**config.mk**
```make
export PLATFORM = sky130hd
export DESIGN_NAME = mem_stage_lsu
export DESIGN_NICKNAME = d
export VERILOG_FILES = /design/src/rtl/core_pkg.sv /design/src/rtl/lsu_align.sv /design/src/rtl/mem_stage_lsu.sv
export SDC_FILE = /design/constraint.sdc
export NUM_CORES = 1
export LEC_CHECK = 0
export CORE_UTILIZATION = 40
export CTS_CLUSTER_SIZE = 20
export DETAILED_ROUTE_END_ITERATION = 6
export PLACE_DENSITY = 0.78
export RECOVER_POWER = 100
export SLEW_MARGIN = 5
export SYNTH_ARGS = -nofsm -noshare
export SYNTH_HDL_FRONTEND = slang
export SYNTH_HIERARCHICAL = 1
export SYNTH_SLANG_ARGS = --single-unit
```
**constraint.sdc**
```tcl
create_clock -name clk -period 3.2 [get_ports clk]
set_clock_uncertainty 0.1 [all_clocks]
set_input_delay 0.64 -clock clk [delete_from_list [all_inputs] [get_ports clk]]
set_output_delay 0.64 -clock clk [all_outputs]
set_load 0.01 [all_outputs]
```
**src/rtl/core_pkg.sv**
```systemverilog
// Shared definitions for the core pipeline: access-size encodings, LSU FSM states and
// the default datapath width.
package core_pkg;

  localparam int unsigned XLEN_DEFAULT = 32;

  typedef enum logic [1:0] {
    SZ_B = 2'b00,
    SZ_H = 2'b01,
    SZ_W = 2'b10,
    SZ_D = 2'b11
  } size_e;

  typedef enum logic [1:0] {
    StIdle = 2'b00,
    StReq  = 2'b01,
    StWait = 2'b10
  } lsu_state_e;

endpackage

```
**src/rtl/lsu_align.sv**
```systemverilog
// Combinational lane logic for the LSU: byte enables, store-data replication,
// load lane extraction/extension and the misalignment check.
module lsu_align
  import core_pkg::*;
#(
  parameter int unsigned XLEN = XLEN_DEFAULT
) (
  input  logic [1:0]        size_i,
  input  logic              unsigned_i,
  input  logic [2:0]        addr_lo_i,
  input  logic [XLEN-1:0]   wdata_i,
  input  logic [XLEN-1:0]   rdata_i,
  output logic [XLEN/8-1:0] be_o,
  output logic [XLEN-1:0]   wdata_o,
  output logic [XLEN-1:0]   rdata_o,
  output logic              misalign_o
);

  localparam int unsigned BeW  = XLEN / 8;
  localparam int unsigned OffW = $clog2(BeW);

  size_e           w_size;
  logic [OffW-1:0] w_off;
  logic [BeW-1:0]  w_mask;
  logic [XLEN-1:0] w_shifted;

  assign w_size    = size_e'(size_i);
  assign w_off     = addr_lo_i[OffW-1:0];
  assign w_shifted = rdata_i >> {w_off, 3'b000};
  assign be_o      = w_mask << w_off;

  always_comb begin
    w_mask     = '1;
    wdata_o    = wdata_i;
    rdata_o    = w_shifted;
    misalign_o = 1'b0;
    case (w_size)
      SZ_B: begin
        w_mask  = BeW'(1);
        wdata_o = {(XLEN/8){wdata_i[7:0]}};
        rdata_o = unsigned_i ? XLEN'(w_shifted[7:0]) : XLEN'($signed(w_shifted[7:0]));
      end
      SZ_H: begin
        w_mask     = BeW'(3);
        wdata_o    = {(XLEN/16){wdata_i[15:0]}};
        rdata_o    = unsigned_i ? XLEN'(w_shifted[15:0]) : XLEN'($signed(w_shifted[15:0]));
        misalign_o = addr_lo_i[0];
      end
      SZ_W: begin
        w_mask     = BeW'(15);
        wdata_o    = {(XLEN/32){wdata_i[31:0]}};
        rdata_o    = unsigned_i ? XLEN'(w_shifted[31:0]) : XLEN'($signed(w_shifted[31:0]));
        misalign_o = |addr_lo_i[1:0];
      end
      default: begin
        // Double is only legal on a 64-bit datapath
        misalign_o = (XLEN == 32) || (|addr_lo_i);
      end
    endcase
  end

endmodule

```
**src/rtl/mem_stage_lsu.sv**
```systemverilog
// MEM-stage load/store unit: accepts one instruction per handshake from EX, drives a
// req/gnt/rvalid data-memory port and registers a single result pulse toward WB.
module mem_stage_lsu
  import core_pkg::*;
#(
  parameter int unsigned XLEN   = XLEN_DEFAULT,
  parameter int unsigned ADDR_W = 32,
  parameter int unsigned RA_W   = 5
) (
  input  logic              clk,
  input  logic              rst,
  input  logic              in_valid_i,
  output logic              in_ready_o,
  input  logic              ld_i,
  input  logic              st_i,
  input  logic [1:0]        size_i,
  input  logic              unsigned_i,
  input  logic [ADDR_W-1:0] addr_i,
  input  logic [XLEN-1:0]   wdata_i,
  input  logic [XLEN-1:0]   alu_res_i,
  input  logic [RA_W-1:0]   rd_i,
  input  logic              wb_en_i,
  output logic              dmem_req_o,
  output logic              dmem_we_o,
  output logic [XLEN/8-1:0] dmem_be_o,
  output logic [ADDR_W-1:0] dmem_addr_o,
  output logic [XLEN-1:0]   dmem_wdata_o,
  input  logic              dmem_gnt_i,
  input  logic              dmem_rvalid_i,
  input  logic [XLEN-1:0]   dmem_rdata_i,
  output logic              wb_valid_o,
  output logic              wb_en_o,
  output logic [RA_W-1:0]   wb_rd_o,
  output logic [XLEN-1:0]   wb_data_o,
  output logic              misalign_o
);

  localparam int unsigned BeW  = XLEN / 8;
  localparam int unsigned OffW = $clog2(BeW);

  lsu_state_e r_state, w_state_d;

  logic            r_is_st, r_uns, r_wb_en;
  logic [1:0]      r_size;
  logic [2:0]      r_off;
  logic [RA_W-1:0] r_rd;

  logic              r_dmem_req, r_dmem_we;
  logic [BeW-1:0]    r_dmem_be;
  logic [ADDR_W-1:0] r_dmem_addr;
  logic [XLEN-1:0]   r_dmem_wdata;
  logic              r_wb_valid, r_wb_en_o, r_misalign;
  logic [RA_W-1:0]   r_wb_rd;
  logic [XLEN-1:0]   r_wb_data;

  logic            w_accept, w_mem, w_idle;
  logic [1:0]      w_al_size;
  logic            w_al_uns;
  logic [2:0]      w_al_off;
  logic [BeW-1:0]  w_be;
  logic [XLEN-1:0] w_wdata, w_rdata;
  logic            w_mis;

  assign w_idle     = (r_state == StIdle);
  assign in_ready_o = w_idle;
  assign w_accept   = in_valid_i & w_idle;
  assign w_mem      = ld_i | st_i;

  // In IDLE the aligner sees the incoming instruction; otherwise the latched one
  assign w_al_size = w_idle ? size_i     : r_size;
  assign w_al_uns  = w_idle ? unsigned_i : r_uns;
  assign w_al_off  = w_idle ? addr_i[2:0] : r_off;

  lsu_align #(
    .XLEN(XLEN)
  ) u_align (
    .size_i    (w_al_size),
    .unsigned_i(w_al_uns),
    .addr_lo_i (w_al_off),
    .wdata_i   (wdata_i),
    .rdata_i   (dmem_rdata_i),
    .be_o      (w_be),
    .wdata_o   (w_wdata),
    .rdata_o   (w_rdata),
    .misalign_o(w_mis)
  );

  always_comb begin
    w_state_d = r_state;
    case (r_state)
      StIdle:  if (w_accept && w_mem && !w_mis) w_state_d = StReq;
      StReq:   if (dmem_gnt_i) w_state_d = r_is_st ? StIdle : StWait;
      StWait:  if (dmem_rvalid_i) w_state_d = StIdle;
      default: w_state_d = StIdle;
    endcase
  end

  always_ff @(posedge clk) begin
    if (rst) r_state <= StIdle;
    else     r_state <= w_state_d;
  end

  always_ff @(posedge clk) begin
    if (rst) begin
      r_is_st      <= 1'b0;
      r_uns        <= 1'b0;
      r_wb_en      <= 1'b0;
      r_size       <= 2'b00;
      r_off        <= 3'b000;
      r_rd         <= '0;
      r_dmem_req   <= 1'b0;
      r_dmem_we    <= 1'b0;
      r_dmem_be    <= '0;
      r_dmem_addr  <= '0;
      r_dmem_wdata <= '0;
      r_wb_valid   <= 1'b0;
      r_wb_en_o    <= 1'b0;
      r_wb_rd      <= '0;
      r_wb_data    <= '0;
      r_misalign   <= 1'b0;
    end else begin
      r_wb_valid <= 1'b0;
      r_misalign <= 1'b0;
      case (r_state)
        StIdle: begin
          if (w_accept) begin
            if (!w_mem) begin
              r_wb_valid <= 1'b1;
              r_wb_en_o  <= wb_en_i;
              r_wb_rd    <= rd_i;
              r_wb_data  <= alu_res_i;
            end else if (w_mis) begin
              r_wb_valid <= 1'b1;
              r_misalign <= 1'b1;
              r_wb_en_o  <= 1'b0;
              r_wb_rd    <= rd_i;
              r_wb_data  <= '0;
            end else begin
              r_is_st      <= st_i;
              r_uns        <= unsigned_i;
              r_size       <= size_i;
              r_off        <= addr_i[2:0];
              r_rd         <= rd_i;
              r_wb_en      <= wb_en_i;
              r_dmem_req   <= 1'b1;
              r_dmem_we    <= st_i;
              r_dmem_be    <= w_be;
              r_dmem_addr  <= {addr_i[ADDR_W-1:OffW], {OffW{1'b0}}};
              r_dmem_wdata <= w_wdata;
            end
          end
        end
        StReq: begin
          if (dmem_gnt_i) begin
            r_dmem_req <= 1'b0;
            if (r_is_st) begin
              r_wb_valid <= 1'b1;
              r_wb_en_o  <= 1'b0;
              r_wb_rd    <= r_rd;
              r_wb_data  <= '0;
            end
          end
        end
        StWait: begin
          if (dmem_rvalid_i) begin
            r_wb_valid <= 1'b1;
            r_wb_en_o  <= r_wb_en;
            r_wb_rd    <= r_rd;
            r_wb_data  <= w_rdata;
          end
        end
        default: ;
      endcase
    end
  end

  assign dmem_req_o   = r_dmem_req;
  assign dmem_we_o    = r_dmem_we;
  assign dmem_be_o    = r_dmem_be;
  assign dmem_addr_o  = r_dmem_addr;
  assign dmem_wdata_o = r_dmem_wdata;
  assign wb_valid_o   = r_wb_valid;
  assign wb_en_o      = r_wb_en_o;
  assign wb_rd_o      = r_wb_rd;
  assign wb_data_o    = r_wb_data;
  assign misalign_o   = r_misalign;

endmodule
```
* After elaboration in Yosys (flattened, before gate mapping)
Cells that the tools add are included.
** Word-level totals
- Word-level logic and storage cells :: 96
- Output and inout port bits :: 111
- Input port bits :: 144
- Register bits :: 121
** Cells by class
- Bitwise operators :: 6
- Shift-type cells :: 2
- Reductions and logical operators :: 13
- Eq/ne operators :: 12
- Mux-type cells :: 47
** Operator list (number)
- $mux 32 :: 8
- $pmux 32 s2 :: 2
- $pmux 32 s3 :: 1
- $shr 32x5->32 :: 1
- $mux 5 :: 6
- $mux 1 :: 17
- $pmux 5 s3 :: 1
- $mux 2 :: 6
- $ne 2x2->1 const B :: 6
- $pmux 1 s3 :: 3
- $pmux 4 s2 :: 1
- $pmux 2 s3 :: 1
- $reduce_and 6->1 :: 1
- $reduce_and 5->1 :: 1
- $eq 2x1->1 const B :: 2
- $eq 2x2->1 const B :: 2
- $logic_not 2->1 :: 2
- $not 1->1 :: 4
- $reduce_and 4->1 :: 1
- $reduce_or 4->1 :: 1
- $shl 4x2->4 :: 1
- $ne 3x2->1 const B :: 1
- $reduce_and 3->1 :: 1
- $reduce_bool 3->1 :: 1
- other kinds (8) :: 9

* Longest topological paths before layout
Gate-level depths: netlist (run 1).
- Depth in word-level cells :: 8
- Mapped depth :: 15
- Depth with buffers taken out :: 9

* Cells and area by module
The synthesis (run 1) kept the hierarchy.
** By module, submodules not included
- mem_stage_lsu :: area each 4958.5 µm², cells an instance 579, times used 1, seq. area each 2422.3 µm²
- lsu_align :: area each 1376.3 µm², cells an instance 182, times used 1, seq. area each 0.0 µm²

* Least setup slack after synthesis (run 1)
OpenSTA, ideal clock, no wires.
- Kind :: reg-to-reg
- Start :: register r_state[0]
- End :: register r_wb_data[17], in the netlist wb_data_o[17]
- Required time :: 2954 ps
- Arrival time :: 2872 ps
- Setup slack :: 82 ps
- Library setup time :: 146 ps
- Stages on the path, launching flop included :: 15
- Period minus slack after synthesis :: 3118 ps
- Path buffers :: 5
- Cell sequence :: dfxtp_1 > inv_1 > ha_1 > clkbuf_1 > mux2_2 > buf_4 > buf_2 > a21oi_1 > nor2_1 > inv_1 > a311oi_2 > and2_1 > buf_2 > buf_6 > a211oi_2
** Between the ends
- Elaborated cells between the ends (all ways) :: 25
- Those cells by class :: eq/ne: 9; shift: 1; mux: 9; bitwise: 1; reduce/logical: 5
** RTL lines
- from (decl) :: RTL line mem_stage_lsu.sv:41 : lsu_state_e r_state, w_state_d;
- from (signal assigned) :: RTL line mem_stage_lsu.sv:99 : if (rst) r_state <= StIdle;
- from (signal assigned) :: RTL line mem_stage_lsu.sv:100 : else r_state <= w_state_d;
- $logic_not 2->1 (*) :: RTL line mem_stage_lsu.sv:64 : assign w_idle = (r_state == StIdle);
- named net in_ready_o :: RTL line mem_stage_lsu.sv:13 : output logic in_ready_o,
- $mux 2 (*) :: RTL line mem_stage_lsu.sv:70 : assign w_al_size = w_idle ? size_i : r_size;
- named net w_al_size[0] :: RTL line mem_stage_lsu.sv:57 : logic [1:0] w_al_size;
- $eq 2x2->1, or another cell as far along :: RTL line lsu_align.sv:37 : case (w_size)
- $pmux 1 s3 (*) :: RTL line lsu_align.sv:37
- named net w_mis :: RTL line mem_stage_lsu.sv:62 : logic w_mis;
- $ne 3x2->1 (no source line) (*)
- $reduce_and 6->1 (no source line) (*)
- to (signal assigned) :: RTL line mem_stage_lsu.sv:131 : r_wb_data <= alu_res_i;
- to (signal assigned) :: RTL line mem_stage_lsu.sv:169 : r_wb_data <= w_rdata;
- to (decl) :: RTL line mem_stage_lsu.sv:54 : logic [XLEN-1:0] r_wb_data;
Mark *: on every way through the listed nets, which the timed path passes. The rest lies on a longest branch. The select of a mux whose other input is x is not followed.
A chain may end at the register's enable or synchronous reset.

* Final worst setup path (run 1)
- Start :: register r_state[0]
- End :: register r_wb_data[10], in the netlist wb_data_o[10]
** Between the ends
- Cells in the longest elaborated chain, start to end :: 7
- Elaborated cells between the ends (all ways) :: 25
- Those cells by class :: eq/ne: 9; shift: 1; mux: 9; bitwise: 1; reduce/logical: 5
** RTL lines
- $logic_not 2->1 (*) :: RTL line mem_stage_lsu.sv:64
- $mux 2 (*) :: RTL line mem_stage_lsu.sv:72 : assign w_al_off = w_idle ? addr_i[2:0] : r_off;
- named net w_al_off[0] :: RTL line mem_stage_lsu.sv:59 : logic [2:0] w_al_off;
- $shr 32x5->32 (*) :: RTL line lsu_align.sv:29 : assign w_shifted = rdata_i >> {w_off, 3'b000};
- $mux 32 (on tied branches) :: RTL line lsu_align.sv:46, lsu_align.sv:41
- $pmux 32 s2 (*) :: RTL line lsu_align.sv:37
- named net w_rdata[10] :: RTL line mem_stage_lsu.sv:61 : logic [XLEN-1:0] w_wdata, w_rdata;
- $mux 32 (*) :: RTL line mem_stage_lsu.sv:165 : if (dmem_rvalid_i) begin
- $pmux 32 s3 (*) :: RTL line mem_stage_lsu.sv:124 : case (r_state)
Marked as above.

==> flow_metrics.tcl, run 1 <==
set metrics [dict create \
    status "completed" \
    num_rows 45 \
    routedWlPerCell_um 17.80 \
    arrival_ns 3.04 \
    die_w_um 127.7 \
    path_class "reg -> reg" \
    syn_inst 760 \
    place_inst 1169 \
    root_buffer "clkbuf_16" \
    path_clk_slew_ns 0.06 \
    fin_ws_ns 0.3384 \
    r2r_slack_ns 0.34 \
    p_comb_share_pct 34.3 \
    hpwlAfterDp_um 14950 \
    grt_setup_unrepaired "no" \
    grt_usage_pct 26.04 \
    post_cts_buffers 0 \
    place.gp.congestion 0.8727 \
    grt_use_met1_pct 31.70 \
    grt_pass1_wl_um 32960 \
    grt_max_degree 49 \
    firstDrtPassIters 5 \
    finalSetupViolations 0 \
    crit_slowest_cell "mux2_1" \
    floorplan.die.height_um 127.7 \
    fp.dieArea_mm2 0.01632 \
    netlist_area_mm2 0.006324 \
    crit_fanout 34 \
    final_nets 1126 \
    start_kind "register" \
    drtIter0Drc 511 \
    boundaryPins 255 \
    core_mm2 0.01531 \
    drive_above_1_share_pct 11.83 \
    fillers 1333 \
    crit_family "compound AO/OA/AOI/OAI gates" \
    worst_pin_slew_ns 0.5185 \
    ant_nets 0 \
    avgSynthCellArea_um2 8.320 \
    critical_path.most_common_cell "buf_4" \
    path_cells "inv_1 > ha_1 > mux2_1 > buf_4 > nor2b_1 > buf_4 > a221oi_1 > a21oi_1 > a32oi_1 > a211oi_2" \
    power_leakage_nw 3.689 \
    p_sw_w 0.001882 \
    numPortBuffers 252 \
    final_cells 1200 \
    drc 0 \
    cts_sinks 121 \
    tritoncts "done" \
    met3_usage_pct 9.307 \
    required_ns 3.38 \
    cts_hold_buf 0 \
    ys_warn_count 6 \
    seq_power_share_pct 31.7 \
    globalRouteMet2Util_pct 42.81 \
    num_vias 6598 \
    via_per_inst 5.498 \
    cts_buffers 17 \
    drv_cap 0 \
    cp_num_buf_inv 3 \
    wl_um 21360 \
    tns_ns 0 \
    cts_resized 0 \
    initial_core_util_pct 41.29 \
    h-tree-depth 4 \
    clkPwrFrac_pct 34.0 \
    grt.overflow.total 0 \
    max_stage_delay_ns 0.41 \
    register_area_mm2 0.002422 \
    fmax_ghz 0.3495 \
    final_area_mm2 0.009479 \
    postPlaceCellArea_mm2 0.008946 \
    endpoint_kind "register" \
    worstHoldPathType "reg -> reg" \
    maxSlewViolCount 0 \
    multiInputGateArea_mm2 0.003392 \
    syn2layout_area_growth_pct 49.90 \
    ir_worst_vdd_mv 0.3528 \
    clock_latency_ns 0.42 \
    post-route-period-util_pct 89.42 \
    finalHoldViolCount 0 \
    antenna_found_initial 0 \
    cts_buffer_depth 2 \
    dp_slack_ns 0.2214 \
    swShare_pct 32.47 \
    grt_pass1_vias 6209 \
    diodes 0 \
    grt_busiest_layer "met2" \
    power_density_mw_per_mm2 611.5 \
    internal_power_w 0.003914 \
    max-slew-margin-rel_pct 64.54 \
    finalCriticalPeriod_ns 2.862 \
]
[flip-flops by register name, summed over array words and instances, names as in the netlist]
register,flops
dmem_addr_o,30
dmem_be_o,4
dmem_req_o,1
dmem_wdata_o,32
dmem_we_o,1
misalign_o,1
r_off,2
r_rd,5
r_size,2
r_state,2
r_uns,1
r_wb_en,1
wb_data_o,32
wb_en_o,1
wb_rd_o,5
wb_valid_o,1
[per-stage QoR]
step                      hold slack [ns]  util, %  power, W
after floorplan                    0.3338        -  0.003063
after global placement             0.3397    58.41  0.003932
after detailed placement           0.3458    58.41  0.003955
after CTS                          0.3536    62.34  0.005943
after global routing               0.3624    61.90  0.006085
final                              0.3483    61.90  0.005796
[worst reg2reg max path, cell delays in order, from the launching register on]
cell and delay [ns]:
dfxtp_1 0.34, inv_1 0.11, ha_1 0.35, mux2_1 0.41
buf_4 0.27, nor2b_1 0.23, buf_4 0.16, a221oi_1 0.29
a21oi_1 0.12, a32oi_1 0.24, a211oi_2 0.10
[path summary, 6_finish.rpt]
kind,to,startpoint,depth (start not counted)
worst max-delay path,wb_data_o[10]$_SDFFE_PP0P_,r_state[0]$_SDFFE_PP0P_,10
worst min-delay path,dmem_addr_o[27]$_SDFFE_PP0P_,dmem_addr_o[27]$_SDFFE_PP0P_,2
worst max register to register,wb_data_o[10]$_SDFFE_PP0P_,r_state[0]$_SDFFE_PP0P_,10
worst min register to register,dmem_addr_o[27]$_SDFFE_PP0P_,dmem_addr_o[27]$_SDFFE_PP0P_,2
[layer usage]
metal	up-vias	wire [µm]	share of wire (%)
met5	-	0	0
met4	0	325	1.5
met3	29	2140	10
met2	338	10050	47
met1	3080	8850	41
li1	3151	-	-
[cell type report]
type                            instances  share of cell area, %
Sequential cell                       121                  25.55
Inverter                                5                 0.1980
Clock buffer                           20                  4.818
Multi-Input combinational cell        551                  35.78
Tap cell                              211                  2.785
Timing Repair Buffer                  281                  29.33
Clock inverter                         11                  1.531
[cell usage in the layout, fill, tap and decap left out, types with 6 or more instances in the layout]
| master | instances |
|---|---|
| nand2_1 | 189 |
| clkdlybuf4s50_1 | 143 |
| a21oi_1 | 127 |
| dfxtp_1 | 121 |
| dlygate4sd3_1 | 108 |
| mux2_2 | 31 |
| a32oi_1 | 30 |
| a211oi_1 | 27 |
| buf_4 | 24 |
| mux2i_1 | 21 |
| clkbuf_16 | 17 |
| nand4_1 | 16 |
| o21ai_0 | 16 |
| nor2_1 | 10 |
| nand3_1 | 9 |
| a221oi_1 | 9 |
| a211oi_2 | 8 |
| nor2b_1 | 7 |
| mux2_4 | 6 |
[power by group through the flow]
| stage | clock [W] | sequential, W | combinational, W |
|---|---|---|---|
| after global routing | 0.00208 | 0.00186 | 0.00215 |
| after CTS | 0.00201 | 0.00184 | 0.00209 |
| after floorplan | 0 | 0.00195 | 0.00112 |
| after global placement | 0 | 0.00187 | 0.00206 |
| after detailed placement | 0 | 0.00187 | 0.00208 |
| final | 0.00197 | 0.00184 | 0.00199 |
(Power assumes the default switching activity.)
==> run 2, diff against run 1 <==
- CORE_MARGIN: not set -> 2
==> flow_metrics.tcl, run 2 (synthesis gave the netlist of run 1 again) <==
set metrics [dict create \
    num_vias 6543 \
    tns_ns 0 \
    fmax_ghz 0.3497 \
    fp.dieArea_mm2 0.01683 \
    dp_slack_ns 0.2335 \
    layout_commonest_cell "nand2_1" \
    hp-start "dmem_wdata_o[25]$_SDFFE_PP0P_" \
    grt_max_degree 79 \
    required_ns 3.42 \
    drv_cap 0 \
    r2r_slack_ns 0.34 \
    reg2reg_to "wb_rd_o[2]$_SDFFE_PP0P_" \
    crit_fanout 38 \
    whs_ns 0.3484 \
    cts_buffer_depth 2 \
    crit_slowest_cell "clkbuf_4" \
    hpwlAfterDp_um 14970 \
    status "completed" \
    place.gp.congestion 0.8648 \
    grt_pass1_wl_um 32360 \
    clock_latency_ns 0.42 \
    post_cts_buffers 0 \
    seq_power_share_pct 31.3 \
    drc 0 \
    h-tree-depth 4 \
    core_mm2 0.01531 \
    tritoncts "done" \
    grt_setup_unrepaired "no" \
    p_comb_share_pct 34.3 \
    start_kind "register" \
    regToRegStartpoint "r_state[0]$_SDFFE_PP0P_" \
    max_stage_delay_ns 0.47 \
    path_cells "inv_1 > ha_1 > mux2_2 > a21oi_1 > nor2_1 > inv_1 > a311oi_4 > clkbuf_4 > a21oi_1 > a211oi_1" \
    ir_worst_vdd_mv 0.3998 \
    max-slew-margin-rel_pct 60.92 \
    drive_above_1_share_pct 12.61 \
    cp_num_buf_inv 3 \
    numPortBuffers 252 \
    final_area_mm2 0.009522 \
    p_sw_w 0.001947 \
    fillers 1313 \
    finalCriticalPeriod_ns 2.860 \
    path_clk_slew_ns 0.06 \
    num_rows 45 \
    floorplan.die.height_um 129.7 \
    drtIter0Drc 422 \
    crit_family "buffers and inverters" \
    internal_power_w 0.003894 \
    clkPwrFrac_pct 34.3 \
    cts_buffers 17 \
    worstHoldPathType "reg -> reg" \
    fin_ws_ns 0.3403 \
    cts_resized 0 \
    cts_sinks 121 \
    min_path_cells 2 \
    swShare_pct 33.33 \
    power_density_mw_per_mm2 613.5 \
    maxSlewViolCount 0 \
    worst_pin_slew_ns 0.5714 \
    cts_hold_buf 0 \
    routedWlPerCell_um 17.85 \
    postPlaceCellArea_mm2 0.008944 \
    grt.overflow.total 0 \
    final_cell_mix "nand2_1, clkdlybuf4s50_1, a21oi_1" \
    diodes 0 \
    r2r_cells 10 \
    grt_usage_pct 24.69 \
    antenna_found_initial 0 \
    syn2layout_area_growth_pct 50.57 \
    finalSetupViolations 0 \
    final_nets 1119 \
    path_class "reg -> reg" \
    power_leakage_nw 3.681 \
    min_to "dmem_wdata_o[25]$_SDFFE_PP0P_" \
    finalHoldViolCount 0 \
    wl_um 21320 \
    via_per_inst 5.480 \
    die_w_um 129.7 \
    endpoint_kind "register" \
    root_buffer "clkbuf_16" \
    ant_nets 0 \
    boundaryPins 255 \
    post-route-period-util_pct 89.37 \
    grt_pass1_vias 6164 \
    firstDrtPassIters 5 \
    initial_core_util_pct 41.29 \
    arrival_ns 3.08 \
]
[run 2: cell count changes in the layout (fill, tap and decap cells not counted), sizes merged]
cell      previous run  this run
clkinv               4         5
inv                  6        10
clkinvlp             3         2
buf                 28        18
[run 2: power groups by stage]
stage	Sequential [W]	Clock [W]	Combinational [W]
5_1_grt	0.00186	0.00210	0.00216
3_3_place_gp	0.00186	0	0.00208
3_5_place_dp	0.00187	0	0.00209
6_report	0.00183	0.00200	0.00201
4_1_cts	0.00184	0.00203	0.00210
2_1_floorplan	0.00195	0	0.00112
[run 2: worst max path at each step]
stage / start / end / slack, ns / cells after the start
floorplan: r_state[0]$_SDFFE_PP0P_ / wb_data_o[17]$_SDFFE_PP0P_ / 0.12 / 14
global placement: addr_i[1] / wb_data_o[16]$_SDFFE_PP0P_ / 0.29 / 8
detailed placement: addr_i[1] / wb_data_o[16]$_SDFFE_PP0P_ / 0.23 / 8
CTS: r_state[0]$_SDFFE_PP0P_ / wb_data_o[24]$_SDFFE_PP0P_ / 0.40 / 9
global route: r_state[0]$_SDFFE_PP0P_ / r_state[1]$_SDFFE_PP0P_ / 0.09 / 10
finish: r_state[0]$_SDFFE_PP0P_ / wb_rd_o[2]$_SDFFE_PP0P_ / 0.34 / 10
[run 2: cell type report]
type / count / area [µm²] / share of cell area [%]
well taps: 211 / 264.0 / 2.773
repair buffers: 274 / 2759 / 28.98
multi-input cells: 551 / 3443 / 36.16
clock buffers: 17 / 425.4 / 4.468
inverters: 5 / 18.77 / 0.1971
flip-flops and latches: 121 / 2422 / 25.44
clock inverters: 15 / 188.9 / 1.984
[run 2: tightest hold or removal path, stage by stage (launching register included)]
cell and delay [ns]:
dfxtp_1 0.30, nand2_1 0.05, a21oi_1 0.05
[run 2: routing by layer]
layer / global-route usage, % / vias to the layer above / wire (µm) / share of wire, %
met5: 0 / - / 0 / 0
met3: 9.471 / 41 / 2412 / 11
met1: 29.50 / 3028 / 8431 / 40
li1: - / 3137 / - / -
met2: 39.91 / 337 / 9892 / 46
met4: 10.25 / 0 / 582 / 2.7
[run 2: stage by stage]
step | util [%] | power, W | std cells
after floorplan | - | 0.003063 | 761
after global placement | 58.40 | 0.003945 | 1162
after detailed placement | 58.40 | 0.003960 | 1162
after CTS | 62.41 | 0.005971 | 1194
after global routing | 62.17 | 0.006117 | 1194
final | 62.17 | 0.005841 | 1194
==> run 3, diff against run 2 <==
- ABC_AREA: not set -> 1
- CORE_UTILIZATION: 40 -> 41
==> flow_metrics.tcl, run 3 <==
set metrics [dict create \
    drv_cap 0 \
    via_per_inst 4.945 \
    reg2reg_to "dmem_wdata_o[29]$_SDFFE_PP0P_" \
    ys_warn_count 6 \
    status "completed" \
    syn2layout_area_growth_pct 44.07 \
    routedWlPerCell_um 14.77 \
    crit_fanout 24 \
    grt_pass1_wl_um 35330 \
    min_path_cells 2 \
    cts_buffer_depth 2 \
    endpoint_kind "register" \
    dp_slack_ns -0.08186 \
    crit_end "dmem_wdata_o[29]$_SDFFE_PP0P_" \
    clock_latency_ns 0.43 \
    ir_worst_vdd_mv 0.4855 \
    root_buffer "clkbuf_16" \
    final_cell_mix "nor2_1, nand2_1, clkdlybuf4s50_1" \
    fmax_ghz 0.3512 \
    worst_pin_slew_ns 0.7006 \
    regToRegStartpoint "r_state[0]$_SDFFE_PP0P_" \
    finalSetupViolations 0 \
    grt.overflow.total 0 \
    r2r_cells 13 \
    tns_ns 0 \
    avgSynthCellArea_um2 6.419 \
    crit_start "r_state[0]$_SDFFE_PP0P_" \
    cts_hold_buf 0 \
    fillers 1552 \
    grt_pass1_vias 6939 \
    finalCriticalPeriod_ns 2.847 \
    tritoncts "done" \
    antenna_found_initial 0 \
    diodes 0 \
    die_w_um 133.6 \
    place_inst 1483 \
    maxSlewViolCount 0 \
    finalHoldViolCount 0 \
    wl_um 22380 \
    worstHoldPathType "reg -> reg" \
    post-route-period-util_pct 88.98 \
    cts_sinks 121 \
    place.gp.congestion 0.8965 \
    power_density_mw_per_mm2 972.6 \
    netlist_area_mm2 0.006888 \
    start_kind "register" \
    path_clk_slew_ns 0.06 \
    num_vias 7492 \
    firstDrtPassIters 7 \
    ant_nets 0 \
    grt_max_degree 77 \
    hpwlAfterDp_um 15490 \
    syn_inst 1073 \
    p_total_w 0.009651 \
    floorplan.die.height_um 133.6 \
    utilization_pct 60.05 \
    h-tree-depth 4 \
    grt_setup_unrepaired "no" \
    cts_buffers 17 \
    numPortBuffers 252 \
    fin_ws_ns 0.3526 \
    layout_commonest_cell "nor2_1" \
    initial_core_util_pct 41.68 \
    r2r_slack_ns 0.35 \
    boundaryPins 255 \
    hp-start "dmem_addr_o[2]$_SDFFE_PP0P_" \
    grt_usage_pct 24.85 \
    num_rows 47 \
    path_class "reg -> reg" \
    core_mm2 0.01652 \
    max-slew-margin-rel_pct 53.19 \
    final_cells 1515 \
    drc 0 \
    fp.dieArea_mm2 0.01785 \
    power_leakage_nw 4.618 \
    drtIter0Drc 626 \
    arrival_ns 3.11 \
    required_ns 3.46 \
    final_nets 1432 \
    drive_above_1_share_pct 7.645 \
]
run 3: worst max-delay path: stages, from the launching register on:
cell and delay (ns):
dfxtp_1 0.33, inv_1 0.13, ha_2 0.36, o21ai_1 0.21, inv_6 0.08, o21ai_0 0.09, o21ai_0 0.11, inv_1 0.08
inv_1 0.11, o21ai_4 0.10, nor2_4 0.58, clkbuf_1 0.33, nor2_1 0.07, nor2_1 0.11
run 3: metal layers:
layer / vias to the layer above / global-route usage [%] / part of all wire, % / wire length (µm)
met3: 43 / 5.327 / 5.6 / 1244
met4: 0 / 10.28 / 3.1 / 687
met5: - / 0 / 0 / 0
met1: 3411 / 30.87 / 44 / 9756
met2: 251 / 41.81 / 48 / 10700
li1: 3787 / - / - / -
run 3: worst min-delay path by stage:
stage                                  end  slack, ns
5_1_grt                 r_uns$_SDFFE_PP0P_       0.36
6_report       dmem_addr_o[2]$_SDFFE_PP0P_       0.34
4_1_cts        dmem_addr_o[2]$_SDFFE_PP0P_       0.34
2_1_floorplan  dmem_addr_o[2]$_SDFFE_PP0P_       0.32
3_3_place_gp   dmem_addr_o[2]$_SDFFE_PP0P_       0.33
3_5_place_dp   dmem_addr_o[2]$_SDFFE_PP0P_       0.34
run 3: area by class of cell:
cell class	instances	area, µm²	share of cell area (%)
clock buffer	18	429.2	4.325
clock inverter	13	146.4	1.475
inverter	67	262.8	2.648
multi-input combinational	800	3621	36.49
sequential	121	2422	24.41
tap	220	275.3	2.774
timing repair buffer	276	2766	27.88
run 3: where the power goes:
part	internal [W]	switching [W]
sequential	0.00207	0.000278
combinational	0.00218	0.00322
clock	0.00115	0.000751
run 3: metrics by stage:
stage / cell area, µm² / hold slack, ns
after floorplan: 6892 / 0.3241
after global placement: 9363 / 0.3333
after detailed placement: 9363 / 0.3360
after CTS: 9945 / 0.3448
after global routing: 9923 / 0.3629
final: 9923 / 0.3415
run 3: what timing repair did:
action,in CTS,in global routing
pin swaps,1,0
resized for setup,0,2
setup buffers,0,0
gates cloned,1,0
setup endpoints to repair,2,33
